==> config.mk <==
export PLATFORM = sky130hd
export DESIGN_NAME = adc128s_spi_resp
export DESIGN_NICKNAME = d
export VERILOG_FILES = /design/src/rtl/adc128s_spi_resp.sv
export SDC_FILE = /design/constraint.sdc
export NUM_CORES = 1
export LEC_CHECK = 0
export BUFFER_PORTS_ARGS = -buffer_cell sky130_fd_sc_hd__buf_2
export CAP_MARGIN = 20
export CORE_ASPECT_RATIO = 1.4
export CORE_MARGIN = 4
export CORE_UTILIZATION = 52
export DETAILED_ROUTE_END_ITERATION = 7
export GPL_TIMING_DRIVEN = 0
export PLACE_DENSITY = 0.83
export SLEW_MARGIN = 20
export SYNTH_ARGS = -nofsm -noshare
export SYNTH_HDL_FRONTEND = slang
export SYNTH_SLANG_ARGS = --single-unit
==> constraint.sdc <==
create_clock -name clk -period 3 [get_ports clk]
set_clock_uncertainty 0.15 [all_clocks]
set_input_delay 0 -clock clk [delete_from_list [all_inputs] [get_ports clk]]
set_output_delay 0 -clock clk [all_outputs]
set_load 0.005 [all_outputs]
==> src/rtl/adc128s_spi_resp.sv <==
// SPI responder for the ADC128S-style two-frame protocol: returns the sample of the channel named in the previous frame.
// Build option: define ADC_MISO_TRI_EN to float MISO while idle (shared MISO line); otherwise MISO drives 0 when idle.
module adc128s_spi_resp #(
    parameter int NUM_CH = 8,
    parameter int RES_W  = 12
) (
    input  logic                    clk,
    input  logic                    rst_n,
    input  logic                    SS_n,
    input  logic                    SCLK,
    input  logic                    MOSI,
    output logic                    MISO,
    input  logic [NUM_CH*RES_W-1:0] ana_ch,
    output logic [2:0]              chnl,
    output logic                    cmd_vld,
    output logic                    frm_err
);

    // state | meaning
    // IDLE  | slave not selected, waiting for SS_n fall
    // LOAD  | one clk: freeze the selected sample into tx_shft
    // SHIFT | counting SCLK rises, shifting MOSI in and MISO out
    // DONE  | 16 bits seen, waiting for SS_n rise to commit
    localparam logic [1:0] IDLE  = 2'd0;
    localparam logic [1:0] LOAD  = 2'd1;
    localparam logic [1:0] SHIFT = 2'd2;
    localparam logic [1:0] DONE  = 2'd3;

    logic [1:0]       state;
    logic [4:0]       bit_cnt;
    logic [15:0]      tx_shft;
    // Only the last 14 bits of the command are ever needed; [13:11] is the channel.
    logic [13:0]      rx_shft;
    logic [RES_W-1:0] sample;

    logic ss_ff1, ss_ff2, ss_ff3;
    logic sclk_ff1, sclk_ff2, sclk_ff3;
    logic mosi_ff1, mosi_ff2;
    logic ss_rise, ss_fall, sclk_rise, sclk_fall;

    always_ff @(posedge clk or negedge rst_n) begin
        if (!rst_n) begin
            ss_ff1   <= 1'b1;
            ss_ff2   <= 1'b1;
            ss_ff3   <= 1'b1;
            sclk_ff1 <= 1'b0;
            sclk_ff2 <= 1'b0;
            sclk_ff3 <= 1'b0;
            mosi_ff1 <= 1'b0;
            mosi_ff2 <= 1'b0;
        end else begin
            ss_ff1   <= SS_n;
            ss_ff2   <= ss_ff1;
            ss_ff3   <= ss_ff2;
            sclk_ff1 <= SCLK;
            sclk_ff2 <= sclk_ff1;
            sclk_ff3 <= sclk_ff2;
            mosi_ff1 <= MOSI;
            mosi_ff2 <= mosi_ff1;
        end
    end

    assign ss_rise   =  ss_ff2 & ~ss_ff3;
    assign ss_fall   = ~ss_ff2 &  ss_ff3;
    assign sclk_rise =  sclk_ff2 & ~sclk_ff3;
    assign sclk_fall = ~sclk_ff2 &  sclk_ff3;

    // Channels beyond NUM_CH read as zero.
    always_comb begin
        sample = '0;
        for (int k = 0; k < NUM_CH; k++) begin
            if (chnl == 3'(k)) sample = ana_ch[k*RES_W +: RES_W];
        end
    end

    always_ff @(posedge clk or negedge rst_n) begin
        if (!rst_n) begin
            state   <= IDLE;
            bit_cnt <= '0;
            tx_shft <= '0;
            rx_shft <= '0;
            chnl    <= '0;
            cmd_vld <= 1'b0;
            frm_err <= 1'b0;
        end else begin
            cmd_vld <= 1'b0;
            frm_err <= 1'b0;
            case (state)
                IDLE: begin
                    if (ss_fall) state <= LOAD;
                end
                LOAD: begin
                    tx_shft <= {{(16-RES_W){1'b0}}, sample};
                    bit_cnt <= '0;
                    rx_shft <= '0;
                    if (ss_rise) begin
                        frm_err <= 1'b1;
                        state   <= IDLE;
                    end else begin
                        state   <= SHIFT;
                    end
                end
                SHIFT: begin
                    if (ss_rise) begin
                        frm_err <= 1'b1;
                        state   <= IDLE;
                    end else if (sclk_rise) begin
                        rx_shft <= {rx_shft[12:0], mosi_ff2};
                        bit_cnt <= bit_cnt + 5'd1;
                        if (bit_cnt == 5'd15) state <= DONE;
                    end else if (sclk_fall && bit_cnt != 5'd0) begin
                        tx_shft <= {tx_shft[14:0], 1'b0};
                    end
                end
                DONE: begin
                    if (ss_rise) begin
                        chnl    <= rx_shft[13:11];
                        cmd_vld <= 1'b1;
                        state   <= IDLE;
                    end
                end
                default: state <= IDLE;
            endcase
        end
    end

`ifdef ADC_MISO_TRI_EN
    assign MISO = (state == IDLE) ? 1'bz : tx_shft[15];
`else
    assign MISO = (state == IDLE) ? 1'b0 : tx_shft[15];
`endif

endmodule

==> qor_table.md <==
| Quantity | Value |
|---|---|
| Run status | complete, no violations |
| Slew headroom | 59.1% |
| Arrival time of the worst setup path | 2.13 ns |
| Synthesis-stage register bit count | 50 |
| Final setup vio count | 0 |
| P per Cell Area | 631 nW/um^2 |
| Drt wl/cell | 17.9 microns |
| Initial DRC count | 111 |
| P&R area growth vs syn | 27.9% |
| Critical Path Sink Type | register |
| Setup WS pre-CTS | 0.868 ns |
| I/O Pins | 107 |
| Max Buffers Root-to-Sink | 2 |
| Fraction of registers with async set or reset after synthesis | 100% |
| Cell internal pwr | 1.48 mW |
| Number of sinks driven by the clock tree | 50 |
| Max stage delay cell, worst path | sky130_fd_sc_hd__dfrtp_1 |
| Floorplan die width | 72.6 microns |
| Part of the Yosys area used for sequential elements | 41.3% |
| Worst path max stage delay | 0.42 ns |
| Top cell type's share of synthesized area | 38.7% |
| Largest net degree at the start of global routing | 51 |
| Relative contribution of the clock network to total power | 15.7% |
| Switching Fraction | 39.6% |
| NetSw | 0.971 mW |
| Final min period | 2.11 ns |
| Global-route wire length before repair | 13.7 mm |
| CP startpoint kind | register |
| Static leakage power | 1.78 nW |
| Detailed-placement wirelength estimate | 6.34 mm |
| Fraction of final layout cells sized beyond drive strength 1 | 40.7% |
| Startpoint-to-endpoint class of the critical path | register to register |
| Most used standard cell by instance count after synthesis | sky130_fd_sc_hd__dfrtp_1 |
| Routed via count | 2727 |
| Average instance area after synthesis | 10.6 sq um |
| Clock-pin slew on the worst setup and hold paths | 0.09 ns |
| Number of non-filler instances in the completed layout | 483 |
| Crit share post-route | 70.5% |
| Worst vdd rail ir drop | 389 uV |
| Net count of the mapped netlist | 395 |
| Clock tree from TritonCTS | done |
| Total number of placement rows | 32 |
| Fin nets | 522 |
| Most used standard cells in the synthesized netlist | sky130_fd_sc_hd__dfrtp_1, sky130_fd_sc_hd__nand2_1, sky130_fd_sc_hd__mux2i_1 |
| Port Buffers | 106 |
| Logic pwr share | 47.5% |
| Number of hold-slack violations in the final timing report | 0 |
| Detail Route Antenna Nets | 0 |
| Average vias per placed instance | 5.65 |
| Total of warnings raised by yosys | 0 |
| Leading post-synthesis cells by cell area | sky130_fd_sc_hd__dfrtp_1, sky130_fd_sc_hd__mux2i_1, sky130_fd_sc_hd__mux4_2, sky130_fd_sc_hd__a221oi_2, sky130_fd_sc_hd__nand2_1 |
| Total inserted antenna cells | 0 |
| GRT overflow | 0 |
| Cell type with the highest aggregate area in the netlist | sky130_fd_sc_hd__dfrtp_1 |
| Number of enable flip-flop cells after synthesis | 0 |
| Final Max Slew Viols | 0 |
| Unique masters post-synth | 42 |
| Vias in the first global route | 2849 |
| Htree depth | 2 |
| First-pass DRT Iterations | 4 |
| GRT Resource Usage Total | 24.4% |
| # Max-Cap Violations | 0 |
| Slew at the pin closest to its max-slew limit | 0.614 ns |
| CORE AREA | 5610 sq um |
| Top fanout value on the critical path | 10 |
| Final Worst Setup Slack | 0.885 ns |
| Remaining routing DRC violations | 0 |
| Die area | 7140 sq um |
| Antenna violations before repair | 0 |
| Netlist area before placement | 3040 sq um |
| Worst EP required | 3.02 ns |
| Top FF cell, synth | sky130_fd_sc_hd__dfrtp_1 |
| Setup repair after global routing missed its margin | no |
| Sequential fraction of design power | 36.8% |
| Insertion delay to the later sink of the worst-skew pair | 0.30 ns |
| Number of placed instances with taps included | 461 |
| Max Fclk | 473 MHz |
| Critical path, cell by cell | inv_1 > ha_1 > nand3b_1 > nor2_1 > clkbuf_1 > o21ai_0 |
| Drt total wl | 8.64 mm |
| Library cell used as clock root buffer | sky130_fd_sc_hd__clkbuf_8 |
| Routability cong. | 0.821 |
| Die H | 98.4 microns |
| Initial Util | 54.2% |
| Setup tns final | 0 ns |
| Number of buffers inserted during clock tree synthesis | 5 |
| Type of the worst min-delay path | primary input to register |
| Cell count after synthesis | 287 |
critical path: cells and delay by family (launching register included):
family | cells | cell delay, ns
and+or+nand+nor | 2 | 0.51
buffers and inverters | 2 | 0.44
AOI/OAI and AO/OA | 1 | 0.16
adders and majority gates | 1 | 0.30
DFF | 1 | 0.42
cell usage in the layout (no fill, tap or decap), types with 7 or more instances in the layout:
cell type / netlist / layout
sky130_fd_sc_hd__a221oi_2: 9 / 9
sky130_fd_sc_hd__dfrtp_1: 47 / 47
sky130_fd_sc_hd__ha_1: 7 / 7
sky130_fd_sc_hd__o21ai_0: 19 / 19
sky130_fd_sc_hd__nor2_2: 9 / 9
sky130_fd_sc_hd__o2bb2ai_1: 11 / 11
sky130_fd_sc_hd__a21oi_1: 16 / 16
sky130_fd_sc_hd__mux4_2: 10 / 10
sky130_fd_sc_hd__nor2b_1: 7 / 7
sky130_fd_sc_hd__inv_1: 9 / 9
sky130_fd_sc_hd__nor2_1: 18 / 18
sky130_fd_sc_hd__buf_2: 10 / 115
sky130_fd_sc_hd__nand2_1: 36 / 36
sky130_fd_sc_hd__dlygate4sd3_1: 0 / 14
sky130_fd_sc_hd__mux2i_1: 26 / 26
logic make-up after synthesis:
logic type	after synthesis	synth area share [%]
flip-flops	50	41.3
XOR/XNOR	2	0.577
adder cells (fa/ha/maj)	7	2.88
AND/OR/NAND/NOR	88	14.4
buffers and inverters	30	5.48
multiplexers	39	17.1
AO/OA/AOI/OAI	71	18.3
layer usage:
metal / up-vias / global-route usage (%) / share of wire (%)
met3: 17 / 3.88 / 7.2
met5: - / 0 / 0
li1: 1284 / - / -
met2: 110 / 44.4 / 53
met1: 1316 / 28.1 / 37
met4: 0 / 8.66 / 2.8
sequential cells by signal (all words and copies together) (netlist names), 2 cells and up:
name,cells
tx_shft,16
rx_shft,14
bit_cnt,5
chnl,3
state,2
metrics by stage:
step           power [mW]  hold slack (ns)  utilization [%]  instance area [sq um]
3_3_place_gp         2.01          -0.0455             65.2                   3650
5_1_grt              2.63           0.0651             69.3                   3880
4_1_cts              2.45           0.0251             69.2                   3880
2_1_floorplan        1.76           -0.446                -                   3040
6_report             2.45           0.0345             69.3                   3880
3_5_place_dp         2.05          -0.0427             65.2                   3650
repair_timing:
item / in CTS / in global routing
setup buffers: 0 / 0
hold endpoints to repair: 60 / 0
gates resized for setup: 0 / 0
hold buffers: 14 / 0
worst paths after layout:
path	start	endpoint	slack, ns	cells after the start
worst max-delay path	state[0]	bit_cnt[0]	0.89	6
worst min-delay path	ana_ch[12]	tx_shft[0]	0.03	4
worst max register to register	state[0]	bit_cnt[0]	0.89	6
worst min register to register	sclk_ff1	sclk_ff2	0.20	0
max in group asynchronous	rst_n	rx_shft[1]	2.16	2
min in group asynchronous	rst_n	tx_shft[7]	0.13	2
power groups by stage:
stage / clock network (mW) / logic [mW] / registers [mW]
after CTS: 0.401 / 1.15 / 0.900
after global routing: 0.429 / 1.28 / 0.917
after global placement: 0 / 1.10 / 0.908
after detailed placement: 0 / 1.13 / 0.912
after floorplan: 0 / 0.867 / 0.894
final: 0.385 / 1.16 / 0.903
cell type report:
class                   count  area [sq um]
plain buffers              21           133
clock buffers               5          68.8
clock inverters             3          18.8
fillers                   438          1720
inverters                   9          33.8
multi-input cells         207          1620
flip-flops and latches     50          1250
well taps                  68          85.1
repair buffers            120           673
No activity file was read; power rests on OpenSTA's default activity.
